$ cat src/rtl/stair_animator_if.sv
// Pixel write port from the stair animator to the VGA adapter.
// The animator drives the port through master; the adapter reads it through slave.
interface stair_animator_if;
  logic [7:0] x;
  logic [6:0] y;
  logic [2:0] colour;
  logic       plot;

  modport master (output x, y, colour, plot);
  modport slave  (input  x, y, colour, plot);
endinterface

$ cat src/rtl/stair_animator.sv
// Multi-stair draw/erase engine for the VGA stair game.
// Scans every stair rectangle one pixel per cycle and paces moves from an internal frame counter.
module stair_animator #(
  parameter int unsigned NUM_STAIRS      = 4,
  parameter int unsigned STAIR_W         = 40,
  parameter int unsigned STAIR_H         = 5,
  parameter int unsigned FRAME_TICKS     = 833334,
  parameter int unsigned FRAMES_PER_MOVE = 4,
  parameter int unsigned STEP            = 1,
  parameter int unsigned Y_WRAP          = 116,
  parameter logic [2:0]  DRAW_COLOUR     = 3'b100,
  parameter logic [2:0]  BG_COLOUR       = 3'b000
) (
  input  logic                    clock,
  input  logic                    reset,
  input  logic                    go,
  input  logic                    pause,
  input  logic [8*NUM_STAIRS-1:0] stair_x_in,
  input  logic [7*NUM_STAIRS-1:0] stair_y_in,
  stair_animator_if.master        vga,
  output logic                    busy,
  output logic                    moved,
  output logic [2:0]              current_state
);

  localparam int unsigned IW    = (NUM_STAIRS > 1) ? $clog2(NUM_STAIRS) : 1;
  localparam int unsigned SLOTS = 1 << IW;
  localparam int unsigned TW    = (FRAME_TICKS > 1) ? $clog2(FRAME_TICKS) : 1;
  localparam int unsigned FW    = $clog2(FRAMES_PER_MOVE + 1);

  localparam logic [IW-1:0] IDX_LAST   = IW'(NUM_STAIRS - 1);
  localparam logic [7:0]    PX_LAST    = 8'(STAIR_W - 1);
  localparam logic [6:0]    PY_LAST    = 7'(STAIR_H - 1);
  localparam logic [TW-1:0] TICK_LAST  = TW'(FRAME_TICKS - 1);
  localparam logic [FW-1:0] FRAME_LAST = FW'(FRAMES_PER_MOVE - 1);

  typedef enum logic [2:0] {
    S_IDLE    = 3'd0,
    S_GO_WAIT = 3'd1,
    S_LOAD    = 3'd2,
    S_DRAW    = 3'd3,
    S_WAIT    = 3'd4,
    S_ERASE   = 3'd5,
    S_MOVE    = 3'd6
  } state_t;

  state_t          state_q, state_d;
  logic [IW-1:0]   idx_q, idx_d;
  logic [7:0]      px_q, px_d;
  logic [6:0]      py_q, py_d;
  logic [TW-1:0]   tick_q, tick_d;
  logic [FW-1:0]   frame_q, frame_d;
  logic [7:0]      pos_x_q [SLOTS];
  logic [7:0]      pos_x_d [SLOTS];
  logic [6:0]      pos_y_q [SLOTS];
  logic [6:0]      pos_y_d [SLOTS];
  logic [7:0]      x_q, x_d;
  logic [6:0]      y_q, y_d;
  logic [2:0]      colour_q, colour_d;
  logic            plot_q, plot_d;
  logic            busy_q, busy_d;
  logic            moved_q, moved_d;

  logic [8:0]      pix_x_sum;
  logic [7:0]      pix_y_sum;
  logic            scan_last;

  // Full-width sums so off-screen pixels can be detected before truncation.
  assign pix_x_sum = 9'(pos_x_q[idx_q]) + 9'(px_q);
  assign pix_y_sum = 8'(pos_y_q[idx_q]) + 8'(py_q);
  assign scan_last = (idx_q == IDX_LAST) && (px_q == PX_LAST) && (py_q == PY_LAST);

  always_comb begin
    state_d  = state_q;
    idx_d    = '0;
    px_d     = '0;
    py_d     = '0;
    tick_d   = '0;
    frame_d  = '0;
    pos_x_d  = pos_x_q;
    pos_y_d  = pos_y_q;
    x_d      = x_q;
    y_d      = y_q;
    colour_d = colour_q;
    plot_d   = 1'b0;

    case (state_q)
      S_IDLE:    if (go)  state_d = S_GO_WAIT;
      S_GO_WAIT: if (!go) state_d = S_LOAD;
      S_LOAD: begin
        for (int unsigned k = 0; k < NUM_STAIRS; k++) begin
          pos_x_d[IW'(k)] = stair_x_in[8*k +: 8];
          pos_y_d[IW'(k)] = stair_y_in[7*k +: 7];
        end
        state_d = S_DRAW;
      end
      S_DRAW, S_ERASE: begin
        x_d      = pix_x_sum[7:0];
        y_d      = pix_y_sum[6:0];
        colour_d = (state_q == S_DRAW) ? DRAW_COLOUR : BG_COLOUR;
        plot_d   = (pix_x_sum <= 9'd159) && (pix_y_sum <= 8'd119);
        // px is the inner loop, py the outer, stair index outermost.
        idx_d = idx_q;
        px_d  = px_q + 8'd1;
        py_d  = py_q;
        if (px_q == PX_LAST) begin
          px_d = '0;
          py_d = py_q + 7'd1;
          if (py_q == PY_LAST) begin
            py_d  = '0;
            idx_d = idx_q + IW'(1);
          end
        end
        if (scan_last) begin
          idx_d   = '0;
          state_d = (state_q == S_DRAW) ? S_WAIT : S_MOVE;
        end
      end
      S_WAIT: begin
        tick_d  = tick_q;
        frame_d = frame_q;
        if (!pause) begin
          if (tick_q == TICK_LAST) begin
            tick_d  = '0;
            frame_d = frame_q + FW'(1);
            if (frame_q == FRAME_LAST) state_d = S_ERASE;
          end else begin
            tick_d = tick_q + TW'(1);
          end
        end
      end
      S_MOVE: begin
        for (int unsigned k = 0; k < NUM_STAIRS; k++) begin
          if (pos_y_q[IW'(k)] >= 7'(STEP)) pos_y_d[IW'(k)] = pos_y_q[IW'(k)] - 7'(STEP);
          else                             pos_y_d[IW'(k)] = 7'(Y_WRAP);
        end
        state_d = S_DRAW;
      end
      default: state_d = S_IDLE;
    endcase

    busy_d  = (state_d == S_LOAD) || (state_d == S_DRAW) ||
              (state_d == S_ERASE) || (state_d == S_MOVE);
    moved_d = (state_d == S_MOVE);
  end

  always_ff @(posedge clock) begin
    if (reset) begin
      state_q  <= S_IDLE;
      idx_q    <= '0;
      px_q     <= '0;
      py_q     <= '0;
      tick_q   <= '0;
      frame_q  <= '0;
      pos_x_q  <= '{default: '0};
      pos_y_q  <= '{default: '0};
      x_q      <= '0;
      y_q      <= '0;
      colour_q <= '0;
      plot_q   <= 1'b0;
      busy_q   <= 1'b0;
      moved_q  <= 1'b0;
    end else begin
      state_q  <= state_d;
      idx_q    <= idx_d;
      px_q     <= px_d;
      py_q     <= py_d;
      tick_q   <= tick_d;
      frame_q  <= frame_d;
      pos_x_q  <= pos_x_d;
      pos_y_q  <= pos_y_d;
      x_q      <= x_d;
      y_q      <= y_d;
      colour_q <= colour_d;
      plot_q   <= plot_d;
      busy_q   <= busy_d;
      moved_q  <= moved_d;
    end
  end

  assign vga.x         = x_q;
  assign vga.y         = y_q;
  assign vga.colour    = colour_q;
  assign vga.plot      = plot_q;
  assign busy          = busy_q;
  assign moved         = moved_q;
  assign current_state = state_q;

endmodule

$ cat src/flat_wrapper.sv
// flat-port wrapper written by rule: the top's interface ports become plain ports
module stair_animator_flat 
#(
  parameter int unsigned NUM_STAIRS      = 4,
  parameter int unsigned STAIR_W         = 40,
  parameter int unsigned STAIR_H         = 5,
  parameter int unsigned FRAME_TICKS     = 833334,
  parameter int unsigned FRAMES_PER_MOVE = 4,
  parameter int unsigned STEP            = 1,
  parameter int unsigned Y_WRAP          = 116,
  parameter logic [2:0]  DRAW_COLOUR     = 3'b100,
  parameter logic [2:0]  BG_COLOUR       = 3'b000
)
  (clock, reset, go, pause, stair_x_in, stair_y_in, busy, moved, current_state, vga_x, vga_y, vga_colour, vga_plot);
  stair_animator_if vga_i ();
  input  logic clock;
  input  logic reset;
  input  logic go;
  input  logic pause;
  input  logic [8*NUM_STAIRS-1:0] stair_x_in;
  input  logic [7*NUM_STAIRS-1:0] stair_y_in;
  output logic busy;
  output logic moved;
  output logic [2:0] current_state;
  output wire logic [$bits(vga_i.x)-1:0] vga_x;
  output wire logic [$bits(vga_i.y)-1:0] vga_y;
  output wire logic [$bits(vga_i.colour)-1:0] vga_colour;
  output wire logic [$bits(vga_i.plot)-1:0] vga_plot;
  assign vga_x = vga_i.x;
  assign vga_y = vga_i.y;
  assign vga_colour = vga_i.colour;
  assign vga_plot = vga_i.plot;
  stair_animator #(.NUM_STAIRS(NUM_STAIRS), .STAIR_W(STAIR_W), .STAIR_H(STAIR_H), .FRAME_TICKS(FRAME_TICKS), .FRAMES_PER_MOVE(FRAMES_PER_MOVE), .STEP(STEP), .Y_WRAP(Y_WRAP), .DRAW_COLOUR(DRAW_COLOUR), .BG_COLOUR(BG_COLOUR)) u_core (.clock(clock), .reset(reset), .go(go), .pause(pause), .stair_x_in(stair_x_in), .stair_y_in(stair_y_in), .vga(vga_i), .busy(busy), .moved(moved), .current_state(current_state));
endmodule
$ cat config.mk
export PLATFORM = sky130hd
export DESIGN_NAME = stair_animator_flat
export DESIGN_NICKNAME = d
export VERILOG_FILES = /design/src/rtl/stair_animator_if.sv /design/src/rtl/stair_animator.sv /design/src/flat_wrapper.sv
export SDC_FILE = /design/constraint.sdc
export NUM_CORES = 1
export LEC_CHECK = 0
export ABC_AREA = 0
export BUFFER_PORTS_ARGS = -buffer_cell sky130_fd_sc_hd__buf_2
export CAP_MARGIN = 40
export CORE_MARGIN = 2
export CORE_UTILIZATION = 52
export DETAILED_ROUTE_END_ITERATION = 7
export GPL_TIMING_DRIVEN = 0
export PLACE_DENSITY = 0.76
export REMOVE_ABC_BUFFERS = 1
export SYNTH_ARGS = -nofsm -noshare
export SYNTH_HDL_FRONTEND = slang
export SYNTH_SLANG_ARGS = --single-unit
$ cat constraint.sdc
create_clock -name clock -period 2.92 [get_ports clock]
set_input_delay 0.584 -clock clock [delete_from_list [all_inputs] [get_ports clock]]
set_output_delay 0.584 -clock clock [all_outputs]
set_load 0.02 [all_outputs]
* Yosys cells after proc, flatten, opt, wreduce, memory -nomap -nowiden
Index checks and enable logic that the tools add are counted.
** Word-level totals
- Bits in registers :: 124
- Bits of input ports :: 64
- Output and inout port bits :: 24
- Logic and storage cells :: 95
** Operators by class
- $add $sub $neg :: 11
- Magnitude comparators :: 7
- Equality and inequality tests :: 15
- Muxes and demuxes :: 22
- Bitwise operators :: 4
- Reduce and logical (&&, ||, !) cells :: 16
** Operators with widths (number)
- $pmux W28 S2 :: 1
- $mux W7 :: 7
- $ge A7 B1 Y1 const B :: 4
- $sub A7 B1 Y7 const B :: 4
- $mux W3 :: 7
- $add A20 B1 Y20 const B :: 1
- $eq A20 B20 Y1 const B :: 1
- $mux W20 :: 1
- $bmux W8 S2 :: 1
- $mux W8 :: 2
- $eq A3 B2 Y1 const B :: 5
- $eq A3 B3 Y1 const B :: 5
- $pmux W3 S5 :: 1
- $bmux W7 S2 :: 1
- $add A8 B8 Y9 :: 1
- $le A9 B8 Y1 const B :: 1
- $add A7 B7 Y8 :: 1
- $add A8 B1 Y8 const B :: 1
- $eq A8 B6 Y1 const B :: 1
- $le A8 B7 Y1 const B :: 1
- $reduce_or A2 Y1 :: 4
- $add A7 B1 Y7 const B :: 1
- $eq A7 B3 Y1 const B :: 1
- $reduce_or A3 Y1 :: 2
- 13 further kinds :: 20

* Depth between registers and ports, before layout
- Word-level depth :: 9
- Mapped depth :: 11
- Gate-level depth less buffers :: 9

* Worst setup path before layout
Ideal clock, no wire load.
- Path kind :: flip-flop to flip-flop
- From :: register u_core.idx_q[0]
- To :: register u_core.plot_q, in the netlist u_core.vga.plot
- Library setup time :: 118 ps
- Arrival :: 2962 ps
- Required time :: 2802 ps
- Path slack :: -160 ps
- Stages on the path, launching flop included :: 10
- Buffers on the path :: 2
- Period minus slack after synthesis :: 3080 ps
- Cells stage by stage :: dfxtp_1 clkbuf_1 buf_2 mux4_1 ha_1 a211o_1 a211o_1 a221oi_1 a41oi_1 o2111a_1
** Between the ends
- Longest elaborated chain between the ends :: 7
- Elaborated cells between the ends (all ways) :: 12
- Classes of those cells :: 2 x add/sub; 2 x order compare; 6 x mux; 1 x bitwise; 1 x reduce/logical
** RTL lines
- from (decl) :: RTL line stair_animator.sv:48 : logic [IW-1:0] idx_q, idx_d;
- from (signal assigned) :: RTL line stair_animator.sv:165 : idx_q <= idx_d;
- $not A2 Y3 (not written as such) * :: RTL line stair_animator.sv:69, stair_animator.sv:70
- $bmux W8 S2 or $bmux W7 S2 (tied branches) :: RTL line stair_animator.sv:69, stair_animator.sv:70
- $mux W8 (not written as such) or $mux W7 (tied branches) (2 in a row) :: RTL line stair_animator.sv:69, stair_animator.sv:70
- $add A8 B8 Y9 or $add A7 B7 Y8 (tied branches) :: RTL line stair_animator.sv:69, stair_animator.sv:70
- $le A9 B8 Y1 or $le A8 B7 Y1 (tied branches) :: RTL line stair_animator.sv:101 : plot_d = (pix_x_sum <= 9'd159) && (pix_y_sum <= 8'd119);
- $logic_and A1 B1 Y1 * :: RTL line stair_animator.sv:101
- to (signal assigned) :: RTL line stair_animator.sv:175 : plot_q <= plot_d;
- to (decl) :: RTL line stair_animator.sv:60 : logic plot_q, plot_d;
Every way passes the cells marked *; elsewhere a longest branch is shown, timed or not. The select of a mux whose other input is x is not followed.
A chain may end at the register's enable or synchronous reset.

* Worst setup path in the final report
Same ends and word-level chain as after synthesis.

==> impl_summary.md <==
Floorplanning
The initialized floorplan defines 40 standard-cell rows. The I/O pin count is slightly below 90. In this run the horizontal extent of the chip is approximately 120 um.

The area enclosed by the die boundary is ~13,000 um2. The height of the die is ~120 um. For this configuration, the core starts out at a cell density of 0.538. The core region is 12,200 um2.

Layout
The final antenna diode count is 0. The final cell count without fillers is 1,027. After the last flow step, the layout net total stands at 944. The sequential cell area is about 2400 um2. The final standard cell area without fillers is 7660 um2. The combined area of the multi-input logic cells is around 3800 um2. The share of final-layout standard cells stronger than drive strength 1 is 0.187. The count of fill cells added during filler insertion is 1,008.

The area growth from synthesis to layout is 17.1%. For this run, the share of the core covered by cells in the final layout is 0.630.

Setup path
The worst setup path is launched from a flop. The data arrival time of the worst path is around 3.2 ns. In this run the worst setup path begins at u_core.idx_q[0]$_SDFFE_PP0P_.

The worst path required time is approximately 3.2 ns. The end of the critical path is u_core.vga.plot$_SDFF_PP0_. Across all register-to-register paths, the minimum setup slack is between 0.02 and 0.025 ns. The critical path start-end classification is flop to flop. The critical path endpoint category is a flop. The number of cells on the worst reg-to-reg path is 9. Of all nets on the critical path, the largest fanout is 9. The endpoint of the most critical register-to-register path is u_core.vga.plot$_SDFF_PP0_.

In this run the critical register-to-register path is launched from u_core.idx_q[0]$_SDFFE_PP0P_.

Detailed routing
The number of iterations in the first detailed-routing pass is 5. The routed design has roughly 16,000 um of wire. The antenna violation net count after detailed routing is 0.

For this run, design rule violations remaining after detail routing come to 0. The routed layout has 5,860 vias. In the routed layout, each cell is associated on average with a via count of around 5.7. Dividing the detail-routed wire length by the instance count gives 15.8 um. In this run, the number of DRC markers left after iteration 0 of detailed routing was between 300 and 400.

Power
The leakage power total is between 2 and 3 nW. Across the VDD grid, the largest voltage drop is between 0.3 and 0.4 mV. The total internal power is approximately 0.003 W. Summed over all nets, the switching power comes to 0.00101 W.

Of the total power, combinational logic draws 0.093. The fraction of power spent switching nets is 0.251. The power density relative to cell area is 527 nW/um2. The share of total power in sequential cells is 0.438. Of the total power, the clock network draws 0.470.

Yosys
For this run, the number of Yosys warnings is 0. The mean post-synth cell area is 8.38 um2. The flop and latch count out of synthesis is approximately 120. In the synthesized netlist, the number of instances is ~800. The synthesized netlist occupies a cell area of ~6500 um2. For this run, the leading register cell type out of synthesis is sky130_fd_sc_hd__dfxtp_1. Yosys mapped the design onto between 60 and 70 distinct sky130hd cell types.

The synthesized design contains 0 enable-type register cells. Counting flops with an async set or reset pin after synthesis yields a share of 0. The portion of the post-synthesis area used by sequential elements is 0.373.

Global route
The total congestion overflow after global routing is 0. Entering global routing, the biggest net connects 39 pins. For this run, the total global-route usage over all layers was measured as 0.247. The initial antenna violation count came to 0. The number of global-route vias before repair is between 5,000 and 6,000. The first global-routing pass estimated about 26,000 um of wire.

Worst hold path
Counting instances, the worst hold path has a depth of 3. The class of the tightest hold or removal check is primary input to flop.

Clocking
The tree built by TritonCTS fans out to between 100 and 150 sinks. The TritonCTS clock tree is yes. The count of H-tree levels built during CTS is 4. The number of CTS-inserted buffers is 17. At the later pin of the worst-skew pair, clock insertion delay measures roughly 0.43 ns. The largest buffer count on any clock path is 2. The library cell used as clock root buffer is sky130_fd_sc_hd__clkbuf_16. After clock tree synthesis, the clock-pin slew on the worst setup and hold paths is roughly 0.05 ns. Buffers inserted to repair hold after CTS numbered 0.

Timing
The hold violation total from the final report is 0. The clock arrives with 0.0105 ns of skew. The max-slew violation count is 0. The worst pin sits at a relative slew slack of 0.443. The clock period could shrink to ~2.9 ns. The timing-limited maximum frequency is ~350 MHz.

The final setup violation count is 0. Setup repair after global routing could not meet its margin everywhere. For the pin with the worst max-slew slack, the measured transition is 0.834 ns. The final critical-path share of the clock period is 0.992.

Run
Across the run, the number of max-cap violations was 0.

Placement
The number of placed cells counting well taps is ~1,000. The placement-stage cell area is around 7000 um2. The half-perimeter wire length after placement is around 11,000 um. The total of buffers placed on input and output ports is 85.

The congestion estimate from routability-driven global placement came to ~0.9.

Outcome
The run finished with clean final reports.
## cells in the final DEF (no fill, tap or decap), types with 3 or more instances in the layout
cell type,count
sky130_fd_sc_hd__dfxtp_1,120
sky130_fd_sc_hd__nand2_1,113
sky130_fd_sc_hd__buf_2,85
sky130_fd_sc_hd__nor2_1,75
sky130_fd_sc_hd__a21oi_1,73
sky130_fd_sc_hd__o21ai_0,35
sky130_fd_sc_hd__inv_1,31
sky130_fd_sc_hd__ha_1,31
sky130_fd_sc_hd__xor2_1,19
sky130_fd_sc_hd__nand3_1,19
sky130_fd_sc_hd__xnor2_1,19
sky130_fd_sc_hd__nor3_1,18
sky130_fd_sc_hd__a211oi_1,17
sky130_fd_sc_hd__clkbuf_16,17
sky130_fd_sc_hd__mux4_2,14
sky130_fd_sc_hd__nand4_1,11
sky130_fd_sc_hd__nor2b_1,10
sky130_fd_sc_hd__or3_1,9
sky130_fd_sc_hd__and3_1,8
sky130_fd_sc_hd__nand2b_1,8
sky130_fd_sc_hd__clkinv_2,8
sky130_fd_sc_hd__o32ai_1,7
sky130_fd_sc_hd__a31oi_1,7
sky130_fd_sc_hd__o21a_1,6
sky130_fd_sc_hd__or2_2,6
sky130_fd_sc_hd__nor4_1,5
sky130_fd_sc_hd__a21o_1,5
sky130_fd_sc_hd__buf_8,5
sky130_fd_sc_hd__and2_1,4
sky130_fd_sc_hd__o21ai_1,4
sky130_fd_sc_hd__clkbuf_8,4
sky130_fd_sc_hd__a211o_1,3
sky130_fd_sc_hd__a221oi_1,3
sky130_fd_sc_hd__o41ai_4,3
sky130_fd_sc_hd__a311oi_1,3
sky130_fd_sc_hd__o2111a_1,3
sky130_fd_sc_hd__mux2i_1,3
sky130_fd_sc_hd__nand4b_1,3
## worst max-delay path, cell delays in order (launching register included)
cell                       delay, ns
sky130_fd_sc_hd__dfxtp_4        0.35
sky130_fd_sc_hd__buf_8          0.16
sky130_fd_sc_hd__mux4_2         0.53
sky130_fd_sc_hd__ha_1           0.23
sky130_fd_sc_hd__fa_2           0.39
sky130_fd_sc_hd__a211oi_2       0.28
sky130_fd_sc_hd__nor2_1         0.10
sky130_fd_sc_hd__o2111a_1       0.25
sky130_fd_sc_hd__a211o_1        0.24
sky130_fd_sc_hd__o2111a_1       0.25
## per-layer routing
layer / GRT usage / up-vias / part of all wire
met5: 0 / - / 0
met4: 0.0730 / 0 / 0.014
met3: 0.0612 / 23 / 0.057
met2: 0.422 / 176 / 0.49
met1: 0.311 / 2771 / 0.44
li1: - / 2890 / -
## worst min-delay path by stage
| stage | start | end | slack (ns) |
|---|---|---|---|
| 2_1_floorplan | u_core.pos_x_q[10]$_SDFFE_PP0P_ | u_core.pos_x_q[10]$_SDFFE_PP0P_ | 0.43 |
| 3_3_place_gp | u_core.vga.x[5]$_SDFFE_PP0P_ | u_core.vga.x[5]$_SDFFE_PP0P_ | 0.44 |
| 3_5_place_dp | u_core.vga.x[5]$_SDFFE_PP0P_ | u_core.vga.x[5]$_SDFFE_PP0P_ | 0.44 |
| 4_1_cts | stair_x_in[25] | u_core.pos_x_q[1]$_SDFFE_PP0P_ | 0.40 |
| 5_1_grt | stair_x_in[25] | u_core.pos_x_q[1]$_SDFFE_PP0P_ | 0.40 |
| 6_report | stair_x_in[25] | u_core.pos_x_q[1]$_SDFFE_PP0P_ | 0.39 |
## synthesized netlist by cell type (9+ instances only)
library cell	number	area (um2)
sky130_fd_sc_hd__dfxtp_1	122	2440
sky130_fd_sc_hd__nand2_1	114	428
sky130_fd_sc_hd__nor2_1	76	285
sky130_fd_sc_hd__a21oi_1	73	365
sky130_fd_sc_hd__clkbuf_1	35	131
sky130_fd_sc_hd__o21ai_0	35	175
sky130_fd_sc_hd__ha_1	31	388
sky130_fd_sc_hd__inv_1	31	116
sky130_fd_sc_hd__nand3_1	19	95.1
sky130_fd_sc_hd__xnor2_1	19	166
sky130_fd_sc_hd__xor2_1	19	166
sky130_fd_sc_hd__a211oi_1	18	135
sky130_fd_sc_hd__nor3_1	18	90.1
sky130_fd_sc_hd__mux4_2	14	315
sky130_fd_sc_hd__nand4_1	11	68.8
sky130_fd_sc_hd__nor2b_1	11	68.8
sky130_fd_sc_hd__buf_2	9	45.0
sky130_fd_sc_hd__or3_1	9	56.3
## area by class of cell
type | count | area share
sequential | 122 | 0.319
timing repair buffer | 93 | 0.0699
clock inverter | 9 | 0.00621
multi-input combinational | 582 | 0.499
tap | 168 | 0.0274
inverter | 31 | 0.0152
clock buffer | 22 | 0.0632
## per-stage QoR
stage          setup WS, ns  hold slack, ns  TNS (ns)  power, W
2_1_floorplan        -0.489           0.427    -13.09   0.00202
5_1_grt             -0.0668           0.400   -0.0668   0.00416
3_3_place_gp          -1.71           0.435    -67.07   0.00214
6_report             0.0226           0.394         0   0.00404
3_5_place_dp         -0.546           0.441     -1.07   0.00217
4_1_cts              0.0361           0.397         0   0.00404
## power groups by stage
| stage | Clock [W] | Combinational [W] | Sequential [W] |
|---|---|---|---|
| 6_report | 0.00190 | 0.000375 | 0.00177 |
| 3_5_place_dp | 0 | 0.000366 | 0.00180 |
| 4_1_cts | 0.00190 | 0.000370 | 0.00176 |
| 3_3_place_gp | 0 | 0.000345 | 0.00180 |
| 5_1_grt | 0.00198 | 0.000414 | 0.00177 |
| 2_1_floorplan | 0 | 0.000229 | 0.00179 |
## cell families after synthesis
group	synth area share
AOI/OAI and AO/OA	0.184
xor gates and xnor gates	0.0509
adders and majority gates	0.0654
buffers and inverters	0.0476
DFF	0.373
muxes	0.0568
other	0.000573
and+or+nand+nor	0.221
## sequential cells by signal (all words and copies together), names as in the netlist
name                  cells
u_core.busy               1
u_core.current_state      3
u_core.frame_q            3
u_core.idx_q              2
u_core.moved              1
u_core.pos_x_q           32
u_core.pos_y_q           28
u_core.px_q               8
u_core.py_q               7
u_core.tick_q            20
u_core.vga.colour         1
u_core.vga.plot           1
u_core.vga.x              8
u_core.vga.y              7
## timing repair
item                       in CTS  in global routing
setup endpoints to repair       5                 23
setup buffers                   2                  0
pin swaps                       1                  0
gates resized for setup         5                  3
Power figures use the tool's default switching activity.
